[config.mk]
export PLATFORM = sky130hd
export DESIGN_NAME = instr_fetch_r32_flat
export DESIGN_NICKNAME = d
export VERILOG_FILES = /design/src/rtl/instr_fetch_r32_pkg.sv /design/src/rtl/instr_fetch_r32_if.sv /design/src/rtl/instr_fetch_r32_fifo.sv /design/src/rtl/instr_fetch_r32.sv /design/src/flat_wrapper.sv
export SDC_FILE = /design/constraint.sdc
export NUM_CORES = 1
export LEC_CHECK = 0
export ABC_AREA = 1
export CORE_UTILIZATION = 55
export DETAILED_ROUTE_END_ITERATION = 10
export DONT_BUFFER_PORTS = 1
export GPL_TIMING_DRIVEN = 0
export PLACE_DENSITY = 0.69
export SLEW_MARGIN = 30
export SYNTH_ARGS = -nofsm -noshare
export SYNTH_HDL_FRONTEND = slang
export SYNTH_SLANG_ARGS = --single-unit
[constraint.sdc]
create_clock -name clk -period 4.45 [get_ports clk]
set_clock_uncertainty 0.2 [all_clocks]
set_input_delay 0.89 -clock clk [delete_from_list [all_inputs] [get_ports clk]]
set_output_delay 0.89 -clock clk [all_outputs]
set_load 0.01 [all_outputs]
[src/rtl/instr_fetch_r32_pkg.sv]
`default_nettype none
// ============================================================================
//  Package    : fetch_pkg
//  Description: Shared types and constants for the RV32 instruction-fetch
//               front end (state encoding, pipeline distance, word size).
//  Revision   : 1.0  initial release
// ============================================================================
package fetch_pkg;

    // Fetch control states
    typedef enum logic [1:0] {
        ST_RUN   = 2'd0,
        ST_FLUSH = 2'd1,
        ST_HALT  = 2'd2
    } fetch_state_t;

    // Fetch-to-execute distance already subtracted from relative jump offsets
    localparam int unsigned PIPELINE_STAGES = 2;

    // Bytes per instruction word
    localparam int unsigned WORD_BYTES = 4;

    // Canonical no-op (addi x0, x0, 0)
    localparam logic [31:0] NOP_INSTR = 32'h0000_0013;

    // True when the two address LSBs describe a word-aligned target
    function automatic logic is_word_aligned(input logic [1:0] lsbs);
        return (lsbs == 2'b00);
    endfunction

endpackage
`default_nettype wire

[src/rtl/instr_fetch_r32_if.sv]
`default_nettype none
// ============================================================================
//  Interface  : instr_fetch_r32_if
//  Description: Instruction-memory request/response bus plus the execute-side
//               instruction handshake and redirect inputs of the fetch unit.
//  Revision   : 1.0  initial release
// ============================================================================
interface instr_fetch_r32_if #(
    parameter int INSTR_LENGTH = 32
);
    // Instruction memory side
    logic                    imem_req_valid;
    logic                    imem_req_ready;
    logic [INSTR_LENGTH-1:0] imem_addr;
    logic                    imem_rsp_valid;
    logic [INSTR_LENGTH-1:0] imem_rsp_data;

    // Execute side
    logic                    instr_valid;
    logic                    instr_ready;
    logic [INSTR_LENGTH-1:0] instr;
    logic [INSTR_LENGTH-1:0] instr_pc;
    logic                    pc_jump;
    logic                    not_relative_pc;
    logic [INSTR_LENGTH-1:0] jump_offset;
    logic                    exec_err;

    // Status
    logic                    halted;
    logic                    fetch_err;

    // Fetch unit view
    modport master (
        output imem_req_valid, imem_addr,
        input  imem_req_ready, imem_rsp_valid, imem_rsp_data,
        output instr_valid, instr, instr_pc,
        input  instr_ready, pc_jump, not_relative_pc, jump_offset, exec_err,
        output halted, fetch_err
    );

    // Memory / execute / environment view
    modport slave (
        input  imem_req_valid, imem_addr,
        output imem_req_ready, imem_rsp_valid, imem_rsp_data,
        input  instr_valid, instr, instr_pc,
        output instr_ready, pc_jump, not_relative_pc, jump_offset, exec_err,
        input  halted, fetch_err
    );

endinterface
`default_nettype wire

[src/rtl/instr_fetch_r32_fifo.sv]
`default_nettype none
// ============================================================================
//  Module     : fetch_fifo
//  Description: Two-entry {instr, pc} buffer with registered storage, head
//               read straight from the entry flops, and synchronous clear
//               that takes priority over push/pop.
//  Revision   : 1.0  initial release
// ============================================================================
module fetch_fifo #(
    parameter int WIDTH = 64
) (
    input  wire logic             clk,
    input  wire logic             rst,
    input  wire logic             i_clr,
    input  wire logic             i_push,
    input  wire logic             i_pop,
    input  wire logic [WIDTH-1:0] i_wdata,
    output logic      [WIDTH-1:0] o_rdata,
    output logic                  o_full,
    output logic                  o_empty,
    output logic      [1:0]       o_count
);

    logic [WIDTH-1:0] mem_q [2];
    logic [WIDTH-1:0] mem_d [2];
    logic             wr_ptr_q, wr_ptr_d;
    logic             rd_ptr_q, rd_ptr_d;
    logic [1:0]       count_q,  count_d;
    logic             w_do_push;
    logic             w_do_pop;

    assign o_rdata = mem_q[rd_ptr_q];
    assign o_empty = (count_q == 2'd0);
    assign o_full  = (count_q == 2'd2);
    assign o_count = count_q;

    // Next-state for pointers, occupancy and storage; a full buffer may
    // still accept a push when the head leaves in the same cycle
    always_comb begin
        mem_d[0]  = mem_q[0];
        mem_d[1]  = mem_q[1];
        wr_ptr_d  = wr_ptr_q;
        rd_ptr_d  = rd_ptr_q;
        count_d   = count_q;
        w_do_pop  = i_pop && !o_empty;
        w_do_push = i_push && (!o_full || w_do_pop);
        if (i_clr) begin
            wr_ptr_d = 1'b0;
            rd_ptr_d = 1'b0;
            count_d  = 2'd0;
        end else begin
            if (w_do_push) begin
                mem_d[wr_ptr_q] = i_wdata;
                wr_ptr_d        = ~wr_ptr_q;
            end
            if (w_do_pop) begin
                rd_ptr_d = ~rd_ptr_q;
            end
            case ({w_do_push, w_do_pop})
                2'b10:   count_d = count_q + 2'd1;
                2'b01:   count_d = count_q - 2'd1;
                default: count_d = count_q;
            endcase
        end
    end

    // Storage and pointer registers
    always_ff @(posedge clk or negedge rst) begin
        if (!rst) begin
            mem_q[0] <= '0;
            mem_q[1] <= '0;
            wr_ptr_q <= 1'b0;
            rd_ptr_q <= 1'b0;
            count_q  <= 2'd0;
        end else begin
            mem_q[0] <= mem_d[0];
            mem_q[1] <= mem_d[1];
            wr_ptr_q <= wr_ptr_d;
            rd_ptr_q <= rd_ptr_d;
            count_q  <= count_d;
        end
    end

endmodule
`default_nettype wire

[src/rtl/instr_fetch_r32.sv]
`default_nettype none
// ============================================================================
//  Module     : instr_fetch_r32
//  Description: RV32 fetch front end. Owns the PC, issues word reads to
//               instruction memory under a two-slot credit scheme, buffers
//               responses and hands {instr, pc} to execute. Consumes the
//               execute stage's redirect / error outputs.
//  Revision   : 1.0  initial release
// ============================================================================
module instr_fetch_r32
    import fetch_pkg::*;
#(
    parameter int                    INSTR_LENGTH = 32,
    parameter logic [INSTR_LENGTH-1:0] RESET_PC   = '0
) (
    input wire logic          clk,
    input wire logic          rst,
    instr_fetch_r32_if.master bus
);

    localparam logic [INSTR_LENGTH-1:0] PC_STEP = INSTR_LENGTH'(WORD_BYTES);
    localparam logic [INSTR_LENGTH-1:0] PC_BIAS = INSTR_LENGTH'(WORD_BYTES * PIPELINE_STAGES);
    localparam int                      FW      = 2 * INSTR_LENGTH;

    fetch_state_t            state_q,       state_d;
    logic [INSTR_LENGTH-1:0] fetch_pc_q,    fetch_pc_d;
    logic [1:0]              outstanding_q, outstanding_d;
    logic [1:0]              drop_cnt_q,    drop_cnt_d;
    logic                    started_q;
    logic                    halted_q,      halted_d;
    logic                    fetch_err_q,   fetch_err_d;

    logic                    w_fifo_push;
    logic                    w_fifo_pop;
    logic                    w_fifo_clr;
    logic                    w_fifo_full;
    logic                    w_fifo_empty;
    logic [1:0]              w_fifo_count;
    logic [FW-1:0]           w_fifo_rdata;

    logic                    w_consume;
    logic                    w_kill;
    logic                    w_credit_ok;
    logic                    w_req_valid;
    logic                    w_req_hs;
    logic                    w_rsp_retire;
    logic [INSTR_LENGTH-1:0] w_target;
    logic [INSTR_LENGTH-1:0] w_rsp_pc;

    fetch_fifo #(
        .WIDTH (FW)
    ) u_fifo (
        .clk     (clk),
        .rst     (rst),
        .i_clr   (w_fifo_clr),
        .i_push  (w_fifo_push),
        .i_pop   (w_fifo_pop),
        .i_wdata ({bus.imem_rsp_data, w_rsp_pc}),
        .o_rdata (w_fifo_rdata),
        .o_full  (w_fifo_full),
        .o_empty (w_fifo_empty),
        .o_count (w_fifo_count)
    );

    assign bus.instr_valid                = !w_fifo_empty;
    assign {bus.instr, bus.instr_pc}      = w_fifo_rdata;
    assign bus.imem_addr                  = fetch_pc_q;
    assign bus.imem_req_valid             = w_req_valid;
    assign bus.halted                     = halted_q;
    assign bus.fetch_err                  = fetch_err_q;

    // Handshake decode, redirect target and request gating. A consume cycle
    // frees a slot, so it may fund a new request in the same cycle; any
    // redirect or error on that cycle withholds the request entirely.
    always_comb begin
        w_consume    = !w_fifo_empty && bus.instr_ready;
        w_kill       = w_consume && (bus.pc_jump || bus.exec_err);
        w_credit_ok  = (({1'b0, w_fifo_count} + {1'b0, outstanding_q}) < 3'd2);
        w_req_valid  = started_q && (state_q == ST_RUN) && (w_credit_ok || w_consume) && !w_kill;
        w_req_hs     = w_req_valid && bus.imem_req_ready;
        w_rsp_retire = bus.imem_rsp_valid && (outstanding_q != 2'd0);
        w_target     = bus.not_relative_pc ? bus.jump_offset
                                           : (bus.instr_pc + bus.jump_offset + PC_BIAS);
        // Requests are sequential, so the oldest in-flight address trails
        // the fetch PC by one word per outstanding request
        w_rsp_pc     = fetch_pc_q - INSTR_LENGTH'({outstanding_q, 2'b00});
    end

    // Next-state logic for the RUN / FLUSH / HALT controller
    always_comb begin
        state_d       = state_q;
        fetch_pc_d    = fetch_pc_q;
        drop_cnt_d    = drop_cnt_q;
        halted_d      = halted_q;
        fetch_err_d   = fetch_err_q;
        w_fifo_push   = 1'b0;
        w_fifo_pop    = 1'b0;
        w_fifo_clr    = 1'b0;

        if (w_req_hs) begin
            fetch_pc_d = fetch_pc_q + PC_STEP;
        end
        case ({w_req_hs, w_rsp_retire})
            2'b10:   outstanding_d = outstanding_q + 2'd1;
            2'b01:   outstanding_d = outstanding_q - 2'd1;
            default: outstanding_d = outstanding_q;
        endcase

        case (state_q)
            ST_RUN: begin
                w_fifo_pop  = w_consume;
                w_fifo_push = bus.imem_rsp_valid && (!w_fifo_full || w_consume);
                if (w_consume && bus.exec_err) begin
                    state_d     = ST_HALT;
                    halted_d    = 1'b1;
                    fetch_err_d = 1'b0;
                    w_fifo_clr  = 1'b1;
                end else if (w_consume && bus.pc_jump) begin
                    w_fifo_clr = 1'b1;
                    if (!is_word_aligned(w_target[1:0])) begin
                        state_d     = ST_HALT;
                        halted_d    = 1'b1;
                        fetch_err_d = 1'b1;
                    end else begin
                        // A response arriving now is already retired above
                        // and therefore not part of the drop count
                        fetch_pc_d = w_target;
                        drop_cnt_d = outstanding_d;
                        state_d    = (outstanding_d != 2'd0) ? ST_FLUSH : ST_RUN;
                    end
                end
            end
            ST_FLUSH: begin
                if (drop_cnt_q == 2'd0) begin
                    state_d = ST_RUN;
                end else if (bus.imem_rsp_valid) begin
                    drop_cnt_d = drop_cnt_q - 2'd1;
                end
            end
            default: begin
                // HALT: everything frozen until reset
            end
        endcase
    end

    // Controller and PC registers
    always_ff @(posedge clk or negedge rst) begin
        if (!rst) begin
            state_q       <= ST_RUN;
            fetch_pc_q    <= RESET_PC;
            outstanding_q <= 2'd0;
            drop_cnt_q    <= 2'd0;
            started_q     <= 1'b0;
            halted_q      <= 1'b0;
            fetch_err_q   <= 1'b0;
        end else begin
            state_q       <= state_d;
            fetch_pc_q    <= fetch_pc_d;
            outstanding_q <= outstanding_d;
            drop_cnt_q    <= drop_cnt_d;
            started_q     <= 1'b1;
            halted_q      <= halted_d;
            fetch_err_q   <= fetch_err_d;
        end
    end

endmodule
`default_nettype wire

[src/flat_wrapper.sv]
// flat-port wrapper written by rule: the top's interface ports become plain ports
module instr_fetch_r32_flat import fetch_pkg::*;
#(
    parameter int                    INSTR_LENGTH = 32,
    parameter logic [INSTR_LENGTH-1:0] RESET_PC   = '0
)
  (clk, rst, bus_imem_req_valid, bus_imem_addr, bus_imem_req_ready, bus_imem_rsp_valid, bus_imem_rsp_data, bus_instr_valid, bus_instr, bus_instr_pc, bus_instr_ready, bus_pc_jump, bus_not_relative_pc, bus_jump_offset, bus_exec_err, bus_halted, bus_fetch_err);
  instr_fetch_r32_if #(.INSTR_LENGTH(INSTR_LENGTH)) bus_i ();
  input wire logic clk;
  input wire logic rst;
  output wire logic [$bits(bus_i.imem_req_valid)-1:0] bus_imem_req_valid;
  output wire logic [$bits(bus_i.imem_addr)-1:0] bus_imem_addr;
  input wire logic [$bits(bus_i.imem_req_ready)-1:0] bus_imem_req_ready;
  input wire logic [$bits(bus_i.imem_rsp_valid)-1:0] bus_imem_rsp_valid;
  input wire logic [$bits(bus_i.imem_rsp_data)-1:0] bus_imem_rsp_data;
  output wire logic [$bits(bus_i.instr_valid)-1:0] bus_instr_valid;
  output wire logic [$bits(bus_i.instr)-1:0] bus_instr;
  output wire logic [$bits(bus_i.instr_pc)-1:0] bus_instr_pc;
  input wire logic [$bits(bus_i.instr_ready)-1:0] bus_instr_ready;
  input wire logic [$bits(bus_i.pc_jump)-1:0] bus_pc_jump;
  input wire logic [$bits(bus_i.not_relative_pc)-1:0] bus_not_relative_pc;
  input wire logic [$bits(bus_i.jump_offset)-1:0] bus_jump_offset;
  input wire logic [$bits(bus_i.exec_err)-1:0] bus_exec_err;
  output wire logic [$bits(bus_i.halted)-1:0] bus_halted;
  output wire logic [$bits(bus_i.fetch_err)-1:0] bus_fetch_err;
  assign bus_imem_req_valid = bus_i.imem_req_valid;
  assign bus_imem_addr = bus_i.imem_addr;
  assign bus_i.imem_req_ready = bus_imem_req_ready;
  assign bus_i.imem_rsp_valid = bus_imem_rsp_valid;
  assign bus_i.imem_rsp_data = bus_imem_rsp_data;
  assign bus_instr_valid = bus_i.instr_valid;
  assign bus_instr = bus_i.instr;
  assign bus_instr_pc = bus_i.instr_pc;
  assign bus_i.instr_ready = bus_instr_ready;
  assign bus_i.pc_jump = bus_pc_jump;
  assign bus_i.not_relative_pc = bus_not_relative_pc;
  assign bus_i.jump_offset = bus_jump_offset;
  assign bus_i.exec_err = bus_exec_err;
  assign bus_halted = bus_i.halted;
  assign bus_fetch_err = bus_i.fetch_err;
  instr_fetch_r32 #(.INSTR_LENGTH(INSTR_LENGTH), .RESET_PC(RESET_PC)) u_core (.clk(clk), .rst(rst), .bus(bus_i));
endmodule
==> results by group <==
Yosys
  • Synth cell types: 48
  • Net count after synthesis: slightly above 2,000
  • EDFF count, synth: 0
  • Syn avg cell area: 6.63 um^2
  • Post-Syn Area: 0.0126 mm^2
  • Cells after Synth: 1,896
  • Largest cells by area after synthesis: dfrtp_1 34%, nand2_1 22%, inv_1 7.2%
  • YS warnings: 0
  • Post-synth ARST share: between 90% and 100%
  • Synth top cells by count: 746 x nand2_1, 241 x inv_1, 173 x dfrtp_1
  • Yosys top cell area share: 34.4%
  • Most common cell in the netlist: nand2_1
  • Sequential element share of the synthesized area: 34.4%
  • Post-synth top area cell: dfrtp_1
  • Post-synth top flop: dfrtp_1
  • #FFs+latches synth: roughly 170

STA
  • Least-Margin Pin Slew: 0.980 ns
  • Final number of setup-violating endpoints: 0
  • Final Max Slew Viols: 0
  • Hold Vio Cnt, Final: between 80 and 90
  • Setup WS post-layout: between 0.3 and 0.4 ns
  • Fin crit period: just over 4 ns
  • Setup TNS: 0 ns
  • Crit share post-route: 93.2%
  • Fmax: 241 MHz
  • Hold_ws: -0.0545 ns
  • Slew HR: 34.0%
  • RSZ-0062 raised after global routing: no

Final layout
  • Area grow syn2layout: 7.59%
  • Nets: 2,056
  • Fraction of layout cells with a size suffix above 1: 7.52%
  • Finished Core Util: 61.3%
  • Final Cell Area: 0.0135 mm^2
  • Ant diodes: 0
  • Final std cells w/o fill: around 2,200

GRT
  • Vias in the first global route: 11,200
  • Remaining Overflow, GRT: 0
  • Initial antenna violation count: 0
  • Gr usage total: 34.4%
  • Largest net degree at the start of global routing: 174
  • First-pass GRT wire length: 61,800 um

Setup path
  • Startpoint Class: register
  • Worst-path maximum fanout: 10
  • Worst setup path category: reg -> reg
  • Arrival time at the worst endpoint: approximately 4.3 ns
  • Critical path data required time: 4.62 ns
  • CP Capture Type: register

Clocking
  • Max Root-Sink Buffers: 2
  • Worst-Skew Late Latency: between 0.4 and 0.5 ns
  • CTS root buffer: clkbuf_16
  • Clock-pin slew on the worst setup and hold paths: roughly 0.070 ns
  • Number of buffers created by CTS: 17
  • H-tree Lvls: 4
  • CTS tree: done
  • Sink Count: 173

Detailed routing
  • Routed wire per std cell: about 18 um
  • Number of DRC markers in iteration 0: approximately 1,200
  • Via density: roughly 5.4
  • Drt total wl: 39,200 um
  • ANT nets after route: 0
  • Residual DRC count: 0
  • Drt pass-1 iters: 5
  • Vias: 12,000

Floorplanning
  • Number of I/O pins: 172
  • Die Wd: ~150 um
  • Initial core utilization: 56.9%
  • Die ar.: 0.0235 mm^2
  • Die H: 153 um
  • Num rows: between 50 and 60
  • Core area: between 0.02 and 0.025 mm^2

Placed design
  • PortBufs: 0
  • Setup WS pre-CTS: 0.136 ns
  • Cell Area, Placed: 0.0129 mm^2
  • Detail Placement HPWL: 31,200 um
  • Placed Cells: 2,176
  • Final GP Congestion: 0.973

Pwr
  • NetSw: 914 uW
  • Static leakage: 7.42 nW
  • Switching Share: 27.2%
  • Seq pwr share: 47.6%
  • Pwr Density: about 250 mW/mm^2
  • Design Power: 3.36 mW
  • Peak VDD IR: 0.000241 V
  • Comb power frac: 7.1%
  • Internal power: 2.44 mW
  • Clk pwr share: 45.3%

Hold path
  • Worst min-delay path category: in -> async

Outcome
  • Status: finished with violations
  • Failing checks: negative hold slack

Run
  • Max-cap violations: 0
registers in the layout (all words and copies together) (netlist names):
signal	cells
u_core.u_fifo.rd_ptr_q	1
u_core.bus.imem_addr	32
u_core.bus.fetch_err	1
u_core.started_q	1
u_core.outstanding_q	2
u_core.u_fifo.mem_q	128
u_core.drop_cnt_q	2
u_core.u_fifo.o_count	2
u_core.u_fifo.wr_ptr_q	1
u_core.bus.halted	1
u_core.state_q	2
metal layers:
metal | track usage (%) | routed length, um | vias up
met5 | 0 | 0 | -
met4 | 10.4 | 1030 | 0
met3 | 12.3 | 4040 | 55
met2 | 50.8 | 16600 | 427
met1 | 47.2 | 17500 | 5557
li1 | - | - | 5951
area by class of cell:
cell class                 count  area [um^2]
fill                        2183         8560
multi-input combinational   1399         6900
sequential                   173         4330
inverter                     257          968
clock buffer                  18          439
buffer                        67          384
tap                          280          350
clock inverter                14          163
power by group through the flow:
stage | clock (mW) | sequential [mW] | combinational (mW)
2_1_floorplan | 0 | 1.63 | 0.184
3_3_place_gp | 0 | 1.63 | 0.234
3_5_place_dp | 0 | 1.63 | 0.238
4_1_cts | 1.54 | 1.60 | 0.240
5_1_grt | 1.60 | 1.60 | 0.270
6_report | 1.52 | 1.60 | 0.238
cells in the final DEF (no fill, tap or decap), types with 8 or more instances in the layout:
master     instances
nand2_1          746
inv_1            241
dfrtp_1          173
nor2_1           129
o21ai_0          128
nand3_1           91
ha_1              66
a21oi_1           65
xor2_1            37
o21ai_1           27
clkbuf_1          23
buf_2             23
nor3_1            18
clkbuf_16         17
inv_2             14
nand4_1           12
buf_4             11
nor2_2             9
buf_6              8
what timing repair did:
| item | 4_1_cts | 5_1_grt |
|---|---|---|
| endpoints found under the setup margin | 0 | 22 |
| resized for setup | 0 | 4 |
| buffers inserted | 0 | 0 |
| endpoints found under the hold margin | 173 | 173 |
kinds of logic after synthesis:
logic type                 count (synthesis)  share of synthesized area, %
and+or+nand+nor                         1052                          35.2
buffers and inverters                    324                          10.7
AOI/OAI and AO/OA                        237                          9.78
DFF                                      173                          34.4
adders and majority gates                 69                          7.04
xor gates and xnor gates                  39                          2.72
other                                      1                        0.0298
muxes                                      1                        0.0895
worst max-delay path: stages, from the launching register on:
cell and delay, ns:
dfrtp_1 0.51, clkbuf_2 0.36, clkbuf_1 0.53, nand2_1 0.10, nand2_1 0.24, ha_1 0.20, ha_1 0.22, inv_1 0.07
fa_1 0.40, inv_1 0.12, nand3_1 0.08, nand3_1 0.17, nand3_1 0.11, nand3_1 0.23, nand2_1 0.14, nand3_1 0.10
nand3_1 0.12, a21oi_1 0.16
worst paths after layout:
path,slack (ns),end,start,cells past startpoint
min in group clk,0.28,u_core.u_fifo.mem_q[91],u_core.u_fifo.mem_q[91],2
setup reg to reg,0.30,u_core.bus.imem_addr[29],u_core.u_fifo.rd_ptr_q,17
hold reg to reg,0.28,u_core.u_fifo.mem_q[91],u_core.u_fifo.mem_q[91],2
max in group asynchronous,3.76,u_core.u_fifo.mem_q[9],rst,0
hold / removal,-0.05,u_core.bus.imem_addr[27],rst,0
setup / recovery,0.30,u_core.bus.imem_addr[29],u_core.u_fifo.rd_ptr_q,17
(Power assumes the default switching activity.)
